===== src/rtl/tpu_readback_pkg.sv =====
// Shared types and constants for the unified-buffer readback path.
// ST_CSUM exists only when READBACK_CHECKSUM_EN is defined.
package tpu_readback_pkg;

  localparam logic [7:0] RB_SYNC_BYTE = 8'hA5;

`ifdef READBACK_CHECKSUM_EN
  typedef enum logic [2:0] {
    ST_IDLE, ST_HDR, ST_LEN, ST_FETCH, ST_WAIT, ST_SEND, ST_CSUM, ST_DONE
  } rb_state_t;
`else
  typedef enum logic [2:0] {
    ST_IDLE, ST_HDR, ST_LEN, ST_FETCH, ST_WAIT, ST_SEND, ST_DONE
  } rb_state_t;
`endif

  function automatic int RB_BYTES_PER_WORD(input int data_w);
    return data_w / 8;
  endfunction

endpackage


===== src/rtl/readback_serializer.sv =====
// Parallel-load shift register that emits bytes LSB-first over valid/ready.
// A single framing byte is loaded zero-extended with a count of one.
module readback_serializer
  import tpu_readback_pkg::*;
#(
  parameter int DATA_W = 16
) (
  input  logic              clk,
  input  logic              reset,
  input  logic              load,
  input  logic              load_word,
  input  logic [DATA_W-1:0] load_data,
  input  logic              tx_ready,
  output logic [7:0]        tx_data,
  output logic              tx_valid,
  output logic              last_accepted
);

  localparam int BPW   = RB_BYTES_PER_WORD(DATA_W);
  localparam int CNT_W = $clog2(BPW + 1);

  logic [DATA_W-1:0] shift_reg;
  logic [CNT_W-1:0]  cnt_reg;
  logic              valid_reg;
  logic              accept;

  assign accept        = valid_reg && tx_ready;
  assign last_accepted = accept && (cnt_reg == CNT_W'(1));
  assign tx_data       = shift_reg[7:0];
  assign tx_valid      = valid_reg;

  // A load always wins over an acceptance in the same cycle, so the FSM can
  // queue the next byte on the edge that retires the current one.
  always_ff @(posedge clk or negedge reset) begin
    if (!reset) begin
      shift_reg <= '0;
      cnt_reg   <= '0;
      valid_reg <= 1'b0;
    end else if (load) begin
      shift_reg <= load_data;
      cnt_reg   <= load_word ? CNT_W'(BPW) : CNT_W'(1);
      valid_reg <= 1'b1;
    end else if (accept) begin
      shift_reg <= shift_reg >> 8;
      cnt_reg   <= cnt_reg - CNT_W'(1);
      if (cnt_reg == CNT_W'(1)) valid_reg <= 1'b0;
    end
  end

endmodule


===== src/rtl/ub_readback.sv =====
// Streams a block of unified-buffer words to the host as a framed byte stream.
// Define READBACK_CHECKSUM_EN to append an XOR checksum of the payload bytes.
module ub_readback
  import tpu_readback_pkg::*;
#(
  parameter int DATA_W = 16,
  parameter int ADDR_W = 6
) (
  input  logic              clk,
  input  logic              reset,
  input  logic              start,
  input  logic [ADDR_W-1:0] base_addr,
  input  logic [ADDR_W:0]   length,
  output logic              busy,
  output logic              done,
  output logic              mem_rd_en,
  output logic [ADDR_W-1:0] mem_rd_addr,
  input  logic [DATA_W-1:0] mem_rd_data,
  output logic [7:0]        tx_data,
  output logic              tx_valid,
  input  logic              tx_ready
);

  localparam int LEN_W = ADDR_W + 1;

  rb_state_t         state_reg, state_next;
  logic [ADDR_W-1:0] base_reg;
  logic [ADDR_W-1:0] mem_rd_addr_reg;
  logic [LEN_W-1:0]  len_reg;
  logic [LEN_W-1:0]  idx_reg;
  logic              busy_reg, done_reg, mem_rd_en_reg;
  logic              ser_load, ser_load_word, last_accepted;
  logic [DATA_W-1:0] ser_load_data;

  assign busy        = busy_reg;
  assign done        = done_reg;
  assign mem_rd_en   = mem_rd_en_reg;
  assign mem_rd_addr = mem_rd_addr_reg;

`ifdef READBACK_CHECKSUM_EN
  logic [7:0] csum_reg, csum_next;

  // Folds in the payload byte retiring this cycle so the final word's last
  // byte is included when CSUM is loaded on the same edge.
  assign csum_next = (state_reg == ST_SEND && tx_valid && tx_ready) ?
                     (csum_reg ^ tx_data) : csum_reg;

  always_ff @(posedge clk or negedge reset) begin
    if (!reset)                          csum_reg <= '0;
    else if (state_reg == ST_IDLE && start) csum_reg <= '0;
    else                                 csum_reg <= csum_next;
  end
`endif

  always_comb begin
    state_next    = state_reg;
    ser_load      = 1'b0;
    ser_load_word = 1'b0;
    ser_load_data = '0;
    case (state_reg)
      ST_IDLE: if (start) begin
        state_next    = ST_HDR;
        ser_load      = 1'b1;
        ser_load_data = DATA_W'(RB_SYNC_BYTE);
      end
      ST_HDR: if (last_accepted) begin
        state_next    = ST_LEN;
        ser_load      = 1'b1;
        ser_load_data = DATA_W'(8'(len_reg));
      end
      ST_LEN: if (last_accepted) begin
        if (len_reg != '0) begin
          state_next = ST_FETCH;
        end else begin
`ifdef READBACK_CHECKSUM_EN
          state_next    = ST_CSUM;
          ser_load      = 1'b1;
          ser_load_data = DATA_W'(csum_reg);
`else
          state_next = ST_DONE;
`endif
        end
      end
      ST_FETCH: state_next = ST_WAIT;
      ST_WAIT: begin
        state_next    = ST_SEND;
        ser_load      = 1'b1;
        ser_load_word = 1'b1;
        ser_load_data = mem_rd_data;
      end
      ST_SEND: if (last_accepted) begin
        if (idx_reg != len_reg) begin
          state_next = ST_FETCH;
        end else begin
`ifdef READBACK_CHECKSUM_EN
          state_next    = ST_CSUM;
          ser_load      = 1'b1;
          ser_load_data = DATA_W'(csum_next);
`else
          state_next = ST_DONE;
`endif
        end
      end
`ifdef READBACK_CHECKSUM_EN
      ST_CSUM: if (last_accepted) state_next = ST_DONE;
`endif
      ST_DONE: state_next = ST_IDLE;
      default: state_next = ST_IDLE;
    endcase
  end

  // Status outputs are registered from the next state so they line up with it.
  always_ff @(posedge clk or negedge reset) begin
    if (!reset) begin
      state_reg       <= ST_IDLE;
      busy_reg        <= 1'b0;
      done_reg        <= 1'b0;
      mem_rd_en_reg   <= 1'b0;
      mem_rd_addr_reg <= '0;
      base_reg        <= '0;
      len_reg         <= '0;
      idx_reg         <= '0;
    end else begin
      state_reg     <= state_next;
      busy_reg      <= (state_next != ST_IDLE) && (state_next != ST_DONE);
      done_reg      <= (state_next == ST_DONE);
      mem_rd_en_reg <= (state_next == ST_FETCH);
      if (state_reg == ST_IDLE && start) begin
        base_reg <= base_addr;
        len_reg  <= length;
        idx_reg  <= '0;
      end
      // Address arithmetic truncates to ADDR_W, so reads wrap past the top.
      if (state_next == ST_FETCH) mem_rd_addr_reg <= base_reg + idx_reg[ADDR_W-1:0];
      if (state_reg == ST_FETCH)  idx_reg <= idx_reg + LEN_W'(1);
    end
  end

  readback_serializer #(.DATA_W(DATA_W)) u_ser (
    .clk           (clk),
    .reset         (reset),
    .load          (ser_load),
    .load_word     (ser_load_word),
    .load_data     (ser_load_data),
    .tx_ready      (tx_ready),
    .tx_data       (tx_data),
    .tx_valid      (tx_valid),
    .last_accepted (last_accepted)
  );

endmodule


===== config.mk =====
export PLATFORM = sky130hd
export DESIGN_NAME = ub_readback
export DESIGN_NICKNAME = d
export VERILOG_FILES = /design/src/rtl/tpu_readback_pkg.sv /design/src/rtl/readback_serializer.sv /design/src/rtl/ub_readback.sv
export SDC_FILE = /design/constraint.sdc
export NUM_CORES = 1
export LEC_CHECK = 0
export BUFFER_PORTS_ARGS = -buffer_cell sky130_fd_sc_hd__buf_2
export CAP_MARGIN = 20
export CORE_MARGIN = 2
export CORE_UTILIZATION = 35
export DETAILED_ROUTE_END_ITERATION = 6
export PLACE_DENSITY = 0.57
export SETUP_SLACK_MARGIN = 0.15
export SKIP_LAST_GASP = 1
export SYNTH_ARGS = -nofsm -noshare
export SYNTH_HDL_FRONTEND = slang
export SYNTH_SLANG_ARGS = --single-unit
export TNS_END_PERCENT = 10

===== constraint.sdc =====
create_clock -name clk -period 2.2 [get_ports clk]
set_input_delay 0.33 -clock clk [delete_from_list [all_inputs] [get_ports clk]]
set_output_delay 0.33 -clock clk [all_outputs]
set_load 0.02 [all_outputs]

==> run summary, run 1 <==
GRT Total Usage = 14.2%
Yosys cell types = 46
Worst-Skew Late Latency = 0.31 ns
Post-synthesis adder-cell area fraction = 4.18%
HPWL after DPL = 4.07 mm
Unrepaired setup endpoints after global routing = yes
Final Setup Violations = 0
Layout cells sized above 1 = 32.7%
Crit path DAT = 2.15 ns
Initial DRT Pass Iterations = 4
Num CTS Buffers = 5
Max Cap Viol = 0
CTS root buffer = clkbuf_8
Hold WS = 0.239 ns
Synth-to-Final Area Change = 17.4%
Post-synth EDFFs = 0
VDD IR max = 399 uV
Actual slew at the worst max-slew pin = 0.487 ns
F_max = 0.512 GHz
Slew HR = 67.4%
Largest family of logic cells by synthesized area = compound AO/OA/AOI/OAI gates
Final Power = 3.92 mW
Post-route ant nets = 0
Core ar. = 0.00718 mm^2
Die Height = 89.8 um
DIE AREA = 0.00806 mm^2
Crit end category = flop
Fillers = 700
Post-synthesis mux area share = 10.9%
Status = finished, final reports clean
Worst path slowest cell = dfrtp_1
Final hold viol count = 0
Routed WL = 5.57 mm
Syn_nets = 267
Period minus WS final = 1.95 ns
Crit path kind = reg -> reg
Hold WC Path Type = in -> reg
Simple-Gate Fraction of Synth Area = 11.0%
Clock tree from TritonCTS = done
Final worst slack = 0.249 ns
Initial antenna violation count = 0
Worst setup SP type = flop
Final core utilization = 42.1%
Drt drc = 0
Gpl congestion = 0.804
Top_reg_cell synth = dfrtp_1
Final Cycle Share = 88.7%
Compound-Gate Fraction of Synth Area = 13.6%
Via/cell ratio = 5.01
Lkg Pwr = 1.46 nW
Critical-path cell list = xor2_1, nor4_2, a31oi_1, a21oi_4, mux2_2
WL/cell = 14.9 um
First-pass GRT wire length = 9.27 mm
Warnings, synthesis = 0
Post-synth design cell area = 0.00258 mm^2
Starting Density = 35.9%
Dpl ws = 0.254 ns
Sequential share of the synthesized area = 49.5%
Yosys reg bits = 51
Initial DRC count = 94
Slew Limit Fails = 0
Pwr dens = 1300 mW/mm^2
N_diodes = 0
Sink Count = 51
Worst Path Buf+Inv = 0
CTS H-tree depth = 2
Via count = 1,873
Most frequent cells in the layout = dfrtp_1 (51), buf_2 (50), o21ai_0 (19), mux2_2 (17), nor2_1 (12)
Critical path data required time = 2.40 ns
Largest net degree at the start of global routing = 25
Clock slew at reported path FFs = 0.09 ns
Ports = 51
Port Buf Inserts = 50
Asr flop ratio synth = 100%
Syn Area/Cell = 11.4 um^2
CP max FO = 7
Critical path's largest stage delay = 0.47 ns
Top Family by Delay on Critical Path = compound AO/OA/AOI/OAI gates
Num rows = 31
Vias in the first global route = 1,854
Commonest non-fill, non-tap cell in the layout = dfrtp_1
Syn Inst Count = 226
Overflow after GRT = 0
Die W = 89.8 um
Clk buf depth = 2
Max reg flops = 16
Synth Area in XOR/XNOR = 4.76%
Nets = 315
Final Skew = 0.00476 ns
Setup TNS = 0 ns
## synthesized netlist by cell type, types with 2 or more instances
library cell	number	share of area, %
nor2b_1	2	0.49
ha_1	7	3.4
a22oi_1	4	1.2
xor2_1	10	3.4
o21ai_0	19	3.7
clkbuf_1	2	0.29
clkbuf_8	2	1.1
buf_2	4	0.78
and3_2	2	0.58
nand3_1	5	0.97
nor2_1	12	1.7
nor4_1	3	0.73
nand4_1	2	0.49
nor3_1	3	0.58
dfrtp_1	51	50
nand2_1	9	1.3
mux2_2	17	7.4
mux2i_1	9	3.5
a31oi_1	3	0.73
a221oi_1	3	1.0
inv_1	9	1.3
xnor2_1	4	1.4
nand3b_1	3	0.87
a22o_1	9	3.1
a21oi_1	4	0.78
buf_4	8	2.3
## worst min-delay path: stages
cell and delay [ns]:
buf_2 0.08, nand2_1 0.04, o21ai_0 0.06
## cell type report
cell class | count | area [um^2] | share of cell area (%)
sequential | 51 | 1280 | 42.2
multi-input combinational | 149 | 1160 | 38.4
timing repair buffer | 58 | 313 | 10.3
tap | 99 | 124 | 4.10
clock buffer | 6 | 82.6 | 2.73
clock inverter | 2 | 35.0 | 1.16
inverter | 9 | 33.8 | 1.12
## report_power, final
group / internal, mW / switching [mW]
Sequential: 1.29 / 0.355
Clock: 0.368 / 0.316
Combinational: 0.744 / 0.839
Total: 2.41 / 1.51
## metrics by stage
step                cells  instance area, um^2
finish                374                 3020
global route          374                 3020
CTS                   374                 3020
detailed placement    365                 2890
global placement      365                 2890
floorplan             226                 2580
## path summary, 6_finish.rpt
check	start	endpoint	slack, ns	cells past startpoint
worst min register to register	mem_rd_addr[2]	mem_rd_addr[2]	0.51	1
worst max register to register	idx_reg[0]	mem_rd_addr[5]	0.25	5
worst max-delay path	idx_reg[0]	mem_rd_addr[5]	0.25	5
worst min-delay path	base_addr[1]	base_reg[1]	0.24	3
max in group asynchronous	reset	u_ser.shift_reg[2]	1.16	3
min in group asynchronous	reset	len_reg[5]	0.43	2
## layer usage
layer	vias to the layer above	wire [um]	track usage, %
met5	-	0	0
met4	0	90	5.64
met3	6	130	1.84
met2	28	2680	21.6
met1	940	2670	20.5
li1	899	-	-
## kinds of logic after synthesis
group           count (synthesis)
compound gates                 51
flops                          51
simple gates                   50
buf+inv                        26
mux                            26
xor+xnor                       14
fa+ha+maj                       8
## timing repair
action | in CTS | in global routing
endpoints found under the hold margin | 10 | 0
endpoints found under the setup margin | 0 | 13
hold buffers | 1 | 0
buffers inserted | 0 | 0
gates resized for setup | 0 | 1
No activity file was read; power rests on OpenSTA's default activity.
==> inputs of run 2 (changes only) <==
- clock period: 2.2 -> 2.3 ns (I/O delays scaled with it)
==> run summary, run 2 (synthesis results as in run 1) <==
GRT Total Usage = 14.2% (about the same)
Final Power = 3.58 mW (was 3.92 mW)
Hold WS = 0.00899 ns (was 0.239 ns)
Core ar. = 0.00718 mm^2 (unchanged)
Top Family by Delay on Critical Path = compound AO/OA/AOI/OAI gates (unchanged)
CTS root buffer = clkbuf_8 (unchanged)
Final Cycle Share = 86.7% (was 88.7%)
First-pass GRT wire length = 9.38 mm (was 9.27 mm)
Initial DRC count = 79 (was 94)
F_max = 0.502 GHz (was 0.512 GHz)
Hold WC Path Type = in -> async (was in -> reg)
Final worst slack = 0.307 ns (was 0.249 ns)
CTS resizes = 0 (unchanged)
Clock slew at reported path FFs = 0.09 ns (about the same)
Dpl ws = 0.316 ns (was 0.254 ns)
Worst path slowest cell = dfrtp_1 (unchanged)
Unrepaired setup endpoints after global routing = no (was yes)
Max reg flops = 16 (unchanged)
Final hold viol count = 0 (unchanged)
WL/cell = 14.7 um (was 14.9 um)
Worst Path Buf+Inv = 0 (unchanged)
Routed WL = 5.50 mm (was 5.57 mm)
Ports = 51 (unchanged)
Actual slew at the worst max-slew pin = 0.616 ns (was 0.487 ns)
Initial DRT Pass Iterations = 4 (unchanged)
Pwr dens = 1200 mW/mm^2 (was 1300 mW/mm^2)
Num CTS Buffers = 5 (unchanged)
Lkg Pwr = 1.44 nW (was 1.46 nW)
Overflow after GRT = 0 (unchanged)
Slew Limit Fails = 0 (unchanged)
Nets = 314 (was 315)
Gpl congestion = 0.749 (was 0.804)
Area occupied by multi-input gates = 0.00115 mm^2 (was 0.00116 mm^2)
Slew HR = 58.8% (was 67.4%)
Critical path data required time = 2.49 ns (was 2.40 ns)
Die W = 89.8 um (unchanged)
Die Height = 89.8 um (unchanged)
Setup TNS = 0 ns (unchanged)
Vias in the first global route = 1,837 (was 1,854)
Synth-to-Final Area Change = 15.4% (was 17.4%)
Layout cells sized above 1 = 31.8% (was 32.7%)
Drt drc = 0 (unchanged)
Final core utilization = 41.4% (was 42.1%)
CTS H-tree depth = 2 (unchanged)
Worst setup SP type = flop (unchanged)
Crit end category = flop (unchanged)
Initial antenna violation count = 0 (unchanged)
Starting Density = 35.9% (unchanged)
Num rows = 31 (unchanged)
Port Buf Inserts = 50 (unchanged)
Final Setup Violations = 0 (unchanged)
Status = finished, final reports clean (unchanged)
Clk buf depth = 2 (unchanged)
VDD IR max = 332 uV (was 399 uV)
Crit path DAT = 2.19 ns (was 2.15 ns)
CP max FO = 7 (unchanged)
Via/cell ratio = 5.02 (was 5.01)
HPWL after DPL = 4.00 mm (was 4.07 mm)
DP Cell Count = 365 (unchanged)
Largest net degree at the start of global routing = 30 (was 25)
Final instance area = 0.00297 mm^2 (was 0.00302 mm^2)
N_diodes = 0 (unchanged)
Critical-path cell list = xor2_1, nor4_2, a31oi_1, a21oi_4, mux2_2 (unchanged)
Fillers = 722 (was 700)
Commonest non-fill, non-tap cell in the layout = dfrtp_1 (unchanged)
Most frequent cells in the layout = dfrtp_1 (51), buf_2 (50), o21ai_0 (19), mux2_2 (17), nor2_1 (12) (unchanged)
Dpl cell area = 0.00289 mm^2 (unchanged)
Postcts setup bufs = 0 (unchanged)
Clock tree from TritonCTS = done (unchanged)
Sink Count = 51 (unchanged)
Period minus WS final = 1.99 ns (was 1.95 ns)
Via count = 1,873 (unchanged)
Post-route ant nets = 0 (unchanged)
Worst-Skew Late Latency = 0.30 ns (was 0.31 ns)
Max Cap Viol = 0 (unchanged)
Seq. cell area = 0.00128 mm^2 (unchanged)
Final Skew = 0.00826 ns (was 0.00476 ns)
Crit path kind = reg -> reg (unchanged)
DIE AREA = 0.00806 mm^2 (unchanged)
Non-Filler Instances = 373 (was 374)
Critical path's largest stage delay = 0.48 ns (was 0.47 ns)
Hold buffers post-CTS = 0 (was 1)
[run 2: cell types whose count changed in the layout (fill, tap and decap cells not counted)]
cell	change
clkbuf_8	-1
nor3_1	+1
dlygate4sd3_1	-1
bufinv_16	-1
nor3_2	-1
clkbuf_1	+2
[run 2: where the power goes]
group,internal (mW),total (mW),switching [mW]
combinational,0.704,1.51,0.802
sequential,1.24,1.57,0.331
clock,0.214,0.499,0.285
total,2.16,3.58,1.42
[run 2: area by class of cell]
class	instances	share of cell area [%]
Clock buffer	7	2.57
Tap cell	99	4.17
Inverter	9	1.14
Sequential cell	51	42.9
Clock inverter	1	0.168
Multi-Input combinational cell	149	38.8
Timing Repair Buffer	57	10.2
[run 2: per-layer routing]
layer | vias up | wire length, um | GRT usage, %
li1 | 900 | - | -
met1 | 936 | 2630 | 20.2
met2 | 32 | 2630 | 22.5
met3 | 5 | 150 | 2.18
met4 | 0 | 80 | 4.62
met5 | - | 0 | 0
[run 2: path summary, 6_finish.rpt]
path	startpoint	end	slack, ns	depth (start not counted)
min in group clk	base_addr[1]	base_reg[1]	0.26	3
setup reg to reg	idx_reg[0]	mem_rd_addr[5]	0.31	5
setup / recovery	idx_reg[0]	mem_rd_addr[5]	0.31	5
hold / removal	reset	base_reg[2]	0.009	2
max in group asynchronous	reset	state_reg[1]	1.95	2
hold reg to reg	u_ser.shift_reg[10]	u_ser.shift_reg[10]	0.50	1
[run 2: worst reg2reg max path, cell delays in order (launching register included)]
cell     delay (ns)
dfrtp_1        0.48
xor2_1         0.19
nor4_2         0.34
a31oi_1        0.21
a21oi_4        0.30
mux2_2         0.37
